===== config.mk =====
export PLATFORM = sky130hd
export DESIGN_NAME = macc_dump_sat
export DESIGN_NICKNAME = d
export VERILOG_FILES = /design/src/rtl/macc_pkg.sv /design/src/rtl/fifo2_vr.sv /design/src/rtl/macc_dump_sat.sv
export SDC_FILE = /design/constraint.sdc
export NUM_CORES = 1
export LEC_CHECK = 0
export BUFFER_PORTS_ARGS = -buffer_cell sky130_fd_sc_hd__buf_2
export CORE_MARGIN = 1.5
export CORE_UTILIZATION = 30
export DETAILED_ROUTE_END_ITERATION = 8
export PLACE_DENSITY = 0.51
export SETUP_SLACK_MARGIN = 0.15
export SYNTH_ARGS = -nofsm -noshare
export SYNTH_HDL_FRONTEND = slang
export SYNTH_SLANG_ARGS = --single-unit

===== constraint.sdc =====
create_clock -name CLK -period 3.2 [get_ports CLK]
set_clock_uncertainty 0.05 [all_clocks]
set_input_delay 0.96 -clock CLK [delete_from_list [all_inputs] [get_ports CLK]]
set_output_delay 0.96 -clock CLK [all_outputs]
set_load 0.02 [all_outputs]

===== src/rtl/macc_pkg.sv =====
// rtl/macc_pkg.sv - shared constants and round/shift/saturate helpers for the MAC path
//
// Contents:
//   ACC_W      accumulator width of the DSP48E product/accumulator (48)
//   sat_res_t  saturated value (low out_w bits meaningful) plus saturation bit
//   round_add  sign-extend to ACC_W+1 bits and add half an output LSB
//   shift_sat  arithmetic shift of a rounded value, then clamp to out_w signed bits
//   round_sat  round_add followed by shift_sat in one call
package macc_pkg;

  localparam int ACC_W = 48;

  typedef struct packed {
    logic [ACC_W-1:0] val;
    logic             sat;
  } sat_res_t;

  // One extra bit of headroom so adding the rounding constant cannot wrap.
  function automatic logic signed [ACC_W:0] round_add(input logic [ACC_W-1:0] acc,
                                                      input int shift);
    logic signed [ACC_W:0] ext;
    ext = $signed({acc[ACC_W-1], acc});
    return ext + $signed((ACC_W + 1)'(1) << (shift - 1));
  endfunction

  function automatic sat_res_t shift_sat(input logic signed [ACC_W:0] r,
                                         input int shift, input int out_w);
    logic signed [ACC_W:0] s;
    logic signed [ACC_W:0] max_v;
    logic signed [ACC_W:0] min_v;
    sat_res_t res;
    s     = r >>> shift;
    max_v = $signed(((ACC_W + 1)'(1) << (out_w - 1)) - (ACC_W + 1)'(1));
    min_v = ~max_v;
    res.val = s[ACC_W-1:0];
    res.sat = 1'b0;
    if (s > max_v) begin
      res.val = max_v[ACC_W-1:0];
      res.sat = 1'b1;
    end else if (s < min_v) begin
      res.val = min_v[ACC_W-1:0];
      res.sat = 1'b1;
    end
    return res;
  endfunction

  function automatic sat_res_t round_sat(input logic [ACC_W-1:0] acc,
                                         input int shift, input int out_w);
    return shift_sat(round_add(acc, shift), shift, out_w);
  endfunction

endpackage


===== src/rtl/fifo2_vr.sv =====
// rtl/fifo2_vr.sv - 2-entry valid/ready FIFO with registered head and drop indication
//
// Ports:
//   clk, rst    clock, asynchronous active-high reset
//   push        write push_data this cycle (never stalls the producer)
//   push_data   data to write
//   rdy         consumer accepts dout this cycle
//   dout        head entry, forced to 0 while empty
//   dout_vld    head entry is valid
//   drop        push while full with no pop; the pushed word is discarded
module fifo2_vr #(
  parameter int W = 18
) (
  input  logic         clk,
  input  logic         rst,
  input  logic         push,
  input  logic [W-1:0] push_data,
  input  logic         rdy,
  output logic [W-1:0] dout,
  output logic         dout_vld,
  output logic         drop
);

  logic [W-1:0] head;
  logic [W-1:0] tail;
  logic [1:0]   count;
  logic         pop;

  assign dout_vld = (count != 2'd0);
  assign dout     = head;
  assign pop      = dout_vld & rdy;
  assign drop     = push & (count == 2'd2) & ~pop;

  // head is cleared whenever the FIFO drains so dout reads 0 while empty.
  always_ff @(posedge clk or posedge rst) begin
    if (rst) begin
      head  <= '0;
      tail  <= '0;
      count <= 2'd0;
    end else begin
      case (count)
        2'd0: begin
          if (push) begin
            head  <= push_data;
            count <= 2'd1;
          end
        end
        2'd1: begin
          if (push && pop) begin
            head <= push_data;
          end else if (pop) begin
            head  <= '0;
            count <= 2'd0;
          end else if (push) begin
            tail  <= push_data;
            count <= 2'd2;
          end
        end
        2'd2: begin
          if (push && pop) begin
            head <= tail;
            tail <= push_data;
          end else if (pop) begin
            head  <= tail;
            tail  <= '0;
            count <= 2'd1;
          end
        end
        default: count <= 2'd0;
      endcase
    end
  end

endmodule


===== src/rtl/macc_dump_sat.sv =====
// rtl/macc_dump_sat.sv - block counter, capture delay line and round/saturate output stage
//
// Ports:
//   CLK, RST     clock, asynchronous active-high reset
//   SAMPLE_VLD   MAC accepted a sample this cycle
//   ACC_IN       48-bit signed accumulator from the MAC
//   ACC_CLR      next sample must load rather than accumulate
//   DOUT         OUT_W-bit signed rounded/saturated result (0 when empty)
//   DOUT_VLD     DOUT holds a valid result
//   DOUT_RDY     consumer accepts DOUT
//   SAT_FLAG     sticky: a result saturated
//   DROP_FLAG    sticky: a result was lost to a full output buffer
//   CLR_FLAGS    clear both sticky flags (an event in the same cycle wins)
module macc_dump_sat
  import macc_pkg::*;
#(
  parameter int TAPS     = 16,
  parameter int MACC_LAT = 3,
  parameter int SHIFT    = 17,
  parameter int OUT_W    = 18,
  parameter int CNT_W    = 8
) (
  input  logic             CLK,
  input  logic             RST,
  input  logic             SAMPLE_VLD,
  input  logic [ACC_W-1:0] ACC_IN,
  output logic             ACC_CLR,
  output logic [OUT_W-1:0] DOUT,
  output logic             DOUT_VLD,
  input  logic             DOUT_RDY,
  output logic             SAT_FLAG,
  output logic             DROP_FLAG,
  input  logic             CLR_FLAGS
);

  logic [CNT_W-1:0]       cnt;
  logic [CNT_W-1:0]       cnt_nxt;
  logic                   last;
  logic [MACC_LAT-1:0]    tok;
  logic                   capture;
  logic                   v1;
  logic signed [ACC_W:0]  r1;
  sat_res_t               st2;
  logic                   sat_evt;
  logic                   drop_evt;
  logic [ACC_W-OUT_W-1:0] unused_hi;

  assign last = SAMPLE_VLD && (cnt == CNT_W'(TAPS - 1));

  always_comb begin
    cnt_nxt = cnt;
    if (SAMPLE_VLD) begin
      cnt_nxt = last ? '0 : cnt + CNT_W'(1);
    end
  end

  // ACC_CLR is registered from the next count so it always equals (cnt == 0).
  always_ff @(posedge CLK or posedge RST) begin
    if (RST) begin
      cnt     <= '0;
      ACC_CLR <= 1'b1;
    end else begin
      cnt     <= cnt_nxt;
      ACC_CLR <= (cnt_nxt == '0);
    end
  end

  // One bit per cycle of MAC latency; several blocks may be in flight at once.
  always_ff @(posedge CLK or posedge RST) begin
    if (RST) begin
      tok <= '0;
    end else begin
      tok[0] <= last;
      for (int i = 1; i < MACC_LAT; i++) begin
        tok[i] <= tok[i-1];
      end
    end
  end

  assign capture = tok[MACC_LAT-1];

  // Stage 1: round half up while the accumulator holds the finished block.
  always_ff @(posedge CLK or posedge RST) begin
    if (RST) begin
      v1 <= 1'b0;
      r1 <= '0;
    end else begin
      v1 <= capture;
      if (capture) begin
        r1 <= round_add(ACC_IN, SHIFT);
      end
    end
  end

  // Stage 2: shift and clamp, pushed straight into the output buffer.
  always_comb begin
    st2 = shift_sat(r1, SHIFT, OUT_W);
  end

  assign unused_hi = st2.val[ACC_W-1:OUT_W];
  assign sat_evt   = v1 & st2.sat;

  fifo2_vr #(
    .W(OUT_W)
  ) u_fifo (
    .clk      (CLK),
    .rst      (RST),
    .push     (v1),
    .push_data(st2.val[OUT_W-1:0]),
    .rdy      (DOUT_RDY),
    .dout     (DOUT),
    .dout_vld (DOUT_VLD),
    .drop     (drop_evt)
  );

  always_ff @(posedge CLK or posedge RST) begin
    if (RST) begin
      SAT_FLAG  <= 1'b0;
      DROP_FLAG <= 1'b0;
    end else begin
      SAT_FLAG  <= sat_evt | (SAT_FLAG & ~CLR_FLAGS);
      DROP_FLAG <= drop_evt | (DROP_FLAG & ~CLR_FLAGS);
    end
  end

endmodule


# --- After elaboration in Yosys (flattened, before gate mapping) ---
# Index checks and enable logic that the tools add are counted.
op_classes:
  bitwise_logic: 10
  order_cmp: 2
  mux: 20
  eq_ne: 12
  n_mul: 0
  shift: 0
  n_addsub: 2
  div_mod_pow: 0
  reduce_logical: 10
ops:
  columns: ["cell", "count"]
  rows:
  - ["18-bit two-way mux", 7]
  - ["18-bit case mux with 3 select lines", 1]
  - ["48-bit by 18-bit adder with 49-bit output, second input constant", 1]
  - ["19-bit two-way mux", 2]
  - ["18-bit case mux with 2 select lines", 1]
  - ["32-bit by 18-bit greater-than comparator with 1-bit output, second input constant", 1]
  - ["32-bit by 18-bit less-than comparator with 1-bit output, second input constant", 1]
  - ["8-bit two-way mux", 2]
  - ["2-bit two-way mux", 6]
  - ["2-bit != test, second input constant", 5]
  - ["5-bit AND reduction", 2]
  - ["8-bit by 1-bit adder with 8-bit output, second input constant", 1]
  - ["8-bit by 4-bit == test with 1-bit output, second input constant", 1]
  - ["8-bit zero test", 1]
  - ["1-bit AND", 6]
  - ["3-bit by 2-bit != test with 1-bit output, second input constant", 2]
  - ["2-bit case mux with 3 select lines", 1]
  - ["4-bit AND reduction", 1]
  - ["2-bit nonzero test", 2]
  - ["3-bit by 1-bit != test with 1-bit output, second input constant", 1]
  - ["3-bit nonzero test", 1]
  - ["2-bit by 1-bit == test with 1-bit output, second input constant", 1]
  - ["2-bit == test, second input constant", 1]
  - ["1-bit logical AND", 2]
  - ["4 further kinds", 6]
totals:
  word_cells: 66
  output_inout_bits: 22
  n_memories: 0
  latchBits: 0
  ram_bits: 0
  inputBits: 53
  regBits: 102
  romBits: 0

# --- Logic depth before layout (Yosys ltp) ---
depth:
  ltp_word: 7
  ltp_mapped: 9

# --- Modules after synthesis ---
# From an unflattened synthesis, not the netlist that was laid out.
hier_totals:
  cells_unflattened: 442
  hier_area_um2: 4529.3
modules_own_cells:
  columns: ["mod", "cells_per_inst", "n_inst", "seq_area_each_um2", "area_each_um2"]
  rows:
  - ["macc_dump_sat", 294, 1, 1177.4, 2733.9]
  - ["fifo2_vr", 148, 1, 950.9, 1795.5]

# --- Worst setup path after synthesis ---
# Ideal clock, no wire load.
synth_path:
  path_type: "input to register"
  start: "in ACC_IN[16]"
  end: "reg r1[46]"
  n_path_buf: 1
  path_stages: 6
  setup_ps: 82
  arrival_ps: 2533
  required_time_ps: 3068
  setup_slack_ps: 535
  cell_sequence: "ha_1 > nand3_2 > or4_1 > buf_2 > or4_1 > a31oi_1"
synth_between:
  elab_chain_len: 1
synth_lines:
  columns: ["item", "line_no", "source"]
  rows:
  - ["start, declared", "macc_dump_sat.sv:26", "input logic [ACC_W-1:0] ACC_IN,"]
  - ["48-bit by 18-bit adder with 49-bit output", "macc_pkg.sv:23", "return ext + $signed((ACC_W + 1)'(1) << (shift - 1));"]
  - ["end signal, assigned", "macc_dump_sat.sv:90", "r1 <= round_add(ACC_IN, SHIFT);"]
  - ["end, declared", "macc_dump_sat.sv:42", "logic signed [ACC_W:0] r1;"]
# No other way between the ends.
# A chain may end at the register's enable or synchronous reset.

# --- Worst setup path after layout ---
layout_path:
  start: "reg u_fifo.count[1]"
  end: "reg u_fifo.tail[7]"
layout_between:
  elab_chain_len: 5
  elab_cells_between_ends: 13
layout_lines:
  columns: ["item", "line_no", "source"]
  rows:
  - ["start, declared", "fifo2_vr.sv:26", "logic [1:0] count;"]
  - ["start signal, assigned", "fifo2_vr.sv:39", "count <= 2'd0;"]
  - ["start signal, assigned", "fifo2_vr.sv:45", "count <= 2'd1;"]
  - ["start signal, assigned", "fifo2_vr.sv:53", "count <= 2'd0;"]
  - ["2-bit nonzero test", "fifo2_vr.sv:29", "assign dout_vld = (count != 2'd0);"]
  - ["1-bit AND", "fifo2_vr.sv:31", "assign pop = dout_vld & rdy;"]
  - ["1-bit logical AND", "fifo2_vr.sv:49, fifo2_vr.sv:60", null]
  - ["3-bit by 2-bit != test with 1-bit output (no line), or another cell as far along", null, null]
  - ["5-bit AND reduction (no line) or 18-bit case mux with 2 select lines (tied branches)", null, null]
  - ["end signal, assigned", "fifo2_vr.sv:55", "tail <= push_data;"]
  - ["end signal, assigned", "fifo2_vr.sv:62", "tail <= push_data;"]
  - ["end, declared", "fifo2_vr.sv:25", "logic [W-1:0] tail;"]
# Parallel ways exist; a longest one is shown, timed or not.

==> key figures <==
Outcome
  • Status: complete, no violations

Worst hold path
  • Hold path endpoint: tok[1]
  • Source of the worst hold timing path: tok[0]
  • Hold path cells: 0
  • Hold Crit Class: flop to flop

CTS
  • Count of hold-fix buffers inserted at cts: 0
  • Count of buffers added by post-CTS timing repair for setup: 0
  • Clock slew seen by the registers of the worst setup and hold paths: 0.06 ns
  • Largest buffer count on any clock path: 2
  • Number of gates resized after cts: 0
  • Maximum level of the CTS H-tree: 3
  • Clk sinks: 85
  • Clock network latency to the later pin of the worst-skew pair: 0.33 ns
  • Cell chosen for the clock root: clkbuf_16
  • CTS tree: built
  • Cts bufs inserted: 9

Logic synthesis
  • Proportion of synthesized chip area in sequential cells: 47.9%
  • Number of storage elements in the synthesis netlist: 85
  • Most frequently used flop master after synthesis: dfrtp_1
  • Syn. warnings: 0
  • Net count after synthesis: 517
  • Top cells by instance count after synthesis: 84 x dfrtp_1, 37 x nor2_1, 34 x a21oi_1, 33 x inv_1, 29 x clkbuf_1
  • Cells after Synth: 457
  • Most area-consuming cells after synthesis: dfrtp_1 47%, a21oi_1 3.8%, a221o_1 3.8%
  • Mean post-synth cell area: 9.71 sq um
  • Fraction of registers with async set or reset after synthesis: 100%
  • Most frequent cell after synthesis: dfrtp_1
  • Synth cell types: 45
  • Mapped cell area: 4440 sq um
  • Post-synth EDFFs: 0
  • Post-synth top area share: 47.4%
  • Largest area contributor in the synthesized netlist: dfrtp_1

Pwr
  • Power spent charging and discharging nets: 1.22 mW
  • Proportion of power drawn by the clock network: 32.2%
  • Combinational share of power: 30.0%
  • Standby leakage power: 2.25 nW
  • Power per standard cell area: 695 nW/um^2
  • Int Pwr: 2.45 mW
  • Seq pwr share: 37.8%
  • Max VDD drop: 0.284 mV
  • Net switching share of the total power: 33.3%

Setup path
  • Endpoint of the worst register-to-register path: u_fifo.tail[7]
  • Largest fanout on the critical path: 17
  • Reg-to-reg slack, setup: 0.62 ns
  • Count of cells along the worst register-to-register path: 6
  • Path type of the worst setup path: flop to flop
  • Endpoint required time on the critical path: 3.42 ns
  • CP startpoint kind: flop
  • Critical Path End Type: flop
  • Arrival time at the worst endpoint: 2.80 ns
  • Startpoint of the lowest-slack register-to-register path: u_fifo.count[1]

Cells and area
  • Fraction of layout instances using a drive strength above 1: 19.1%
  • Count of nets after finishing: 564
  • Growth of design area from synthesis to finish: 18.9%
  • Final-layout fill cell count: 1,467

Drt
  • First-pass detailed-route iteration total: 4
  • Post-detailed-route wirelength per cell: 14.9 microns
  • Total number of vias: 3,647
  • Routed vias/inst: 5.26
  • Post-Route WL: 10.3 mm
  • Starting DRT DRC Count: 196
  • Remaining design rule violation count: 0
  • Antenna viol nets, final: 0

Floorplan
  • Effective utilization at floorplan: 30.7%
  • Core area: 14,500 sq um
  • I/O pin count: 75
  • DIE HEIGHT: 125 microns
  • Row count: 44
  • Die Area: 15,500 sq um
  • Die span in x: 125 microns

Placement
  • IO buf count: 58
  • Post-DP HPWL: 7.48 mm
  • Weighted congestion at the end of routability-driven global placement: 0.815

STA
  • Fmax: 387 MHz
  • Worst-margin pin slew: 0.957 ns
  • Unrepaired setup endpoints after global routing: false
  • Final hold slack: 0.302 ns
  • Total negative slack for setup checks: 0 ns
  • Fin crit share: 80.8%
  • Post-route minimum period: 2.58 ns
  • Final Hold Violating Endpoints: 0
  • Final setup fails: 0
  • Headroom to the max-slew limit: 35.9%
  • Number of pins exceeding their max-slew limit in the final report: 0

Global routing
  • Initial antenna violation count: 2
  • Total track usage: 14.1%
  • Wire length of the first global-routing pass: 18.0 mm
  • Total overflow reported by the global router: 0
  • Vias in the first global route: 3,502
  • Pin count of the biggest net entering global routing: 66

Run
  • Max-cap viol count: 0
==> worst max path at each step <==
stage / start / end / slack [ns]
6_report: u_fifo.count[1] / u_fifo.tail[7] / 0.62
5_1_grt: u_fifo.count[0] / u_fifo.tail[7] / 0.39
4_1_cts: u_fifo.count[0] / u_fifo.tail[7] / 0.60
3_5_place_dp: ACC_IN[16] / r1[48] / 0.28
3_3_place_gp: ACC_IN[16] / r1[48] / 0.27
2_1_floorplan: ACC_IN[16] / r1[46] / 0.53
==> layout make-up <==
class / count / area (sq um) / area share [%]
Antenna cell: 1 / 2.50 / 0.0474
Clock buffer: 9 / 225 / 4.27
Clock inverter: 6 / 113 / 2.13
Inverter: 33 / 128 / 2.42
Multi-Input combinational cell: 305 / 2060 / 39.0
Sequential cell: 85 / 2130 / 40.3
Tap cell: 184 / 230 / 4.36
Timing Repair Buffer: 70 / 393 / 7.44
==> layer usage <==
metal / up-vias / wire length, microns / part of all wire (%) / track usage, %
li1: 1845 / - / - / -
met1: 1702 / 4950 / 48 / 19.5
met2: 86 / 4650 / 45 / 21.3
met3: 12 / 558 / 5.4 / 3.69
met4: 2 / 138 / 1.3 / 5.27
met5: - / 12 / 0.12 / 0
==> power by group through the flow <==
stage,clock network (mW),registers (mW),logic [mW]
2_1_floorplan,0,1.51,0.663
4_1_cts,1.22,1.39,1.11
5_1_grt,1.26,1.42,1.24
3_3_place_gp,0,1.40,1.09
6_report,1.18,1.39,1.10
3_5_place_dp,0,1.40,1.11
==> state kept, by name, summed over array words and instances (netlist names) <==
register and count:
v1 1, ACC_CLR 1, DROP_FLAG 1, u_fifo.count 2, SAT_FLAG 1, u_fifo.dout 18
cnt 8, tok 3, r1 32, u_fifo.tail 18
==> critical path, stage by stage, from the launching register on <==
cell	delay [ns]
dfrtp_1	0.40
inv_1	0.10
ha_1	0.27
nor4bb_1	0.44
a21oi_1	0.16
nor3b_2	0.80
a221o_1	0.29
==> cell families (layout without fill, tap and decap cells) <==
group | count (synthesis) | count (layout) | share of synthesized area (%)
compound gates | 144 | 144 | 23.3
simple gates | 132 | 132 | 16.6
flops | 85 | 85 | 47.9
buf+inv | 67 | 118 | 5.81
xor+xnor | 20 | 20 | 3.95
fa+ha+maj | 7 | 7 | 1.97
mux | 2 | 2 | 0.479
other cells | 0 | 1 | 0
==> cells in the final DEF (no fill, tap or decap), types with 7 or more instances in the layout <==
cell	synthesis	routed
nand3_1	13	13
clkbuf_16	0	9
a31oi_1	19	19
nor2_1	37	37
buf_4	0	11
o21ai_0	13	13
nand2_1	15	15
inv_1	33	32
dfrtp_1	84	83
ha_1	7	7
nand4_1	12	12
or4_1	15	15
a311oi_1	18	18
a221o_1	17	17
o221ai_1	17	17
buf_2	5	58
or3_1	8	8
o31ai_1	12	11
a21oi_1	34	34
xnor2_1	17	17
==> metrics by stage <==
step	area, sq um	setup WS (ns)	utilization (%)	power, mW	cells
after floorplan	4440	0.535	-	2.18	457
after global placement	4940	0.266	34.1	2.49	677
after detailed placement	4940	0.280	34.1	2.51	677
after CTS	5280	0.601	36.4	3.72	692
after global routing	5280	0.394	36.4	3.91	692
final	5280	0.616	36.5	3.67	693
(Power assumes the default switching activity.)
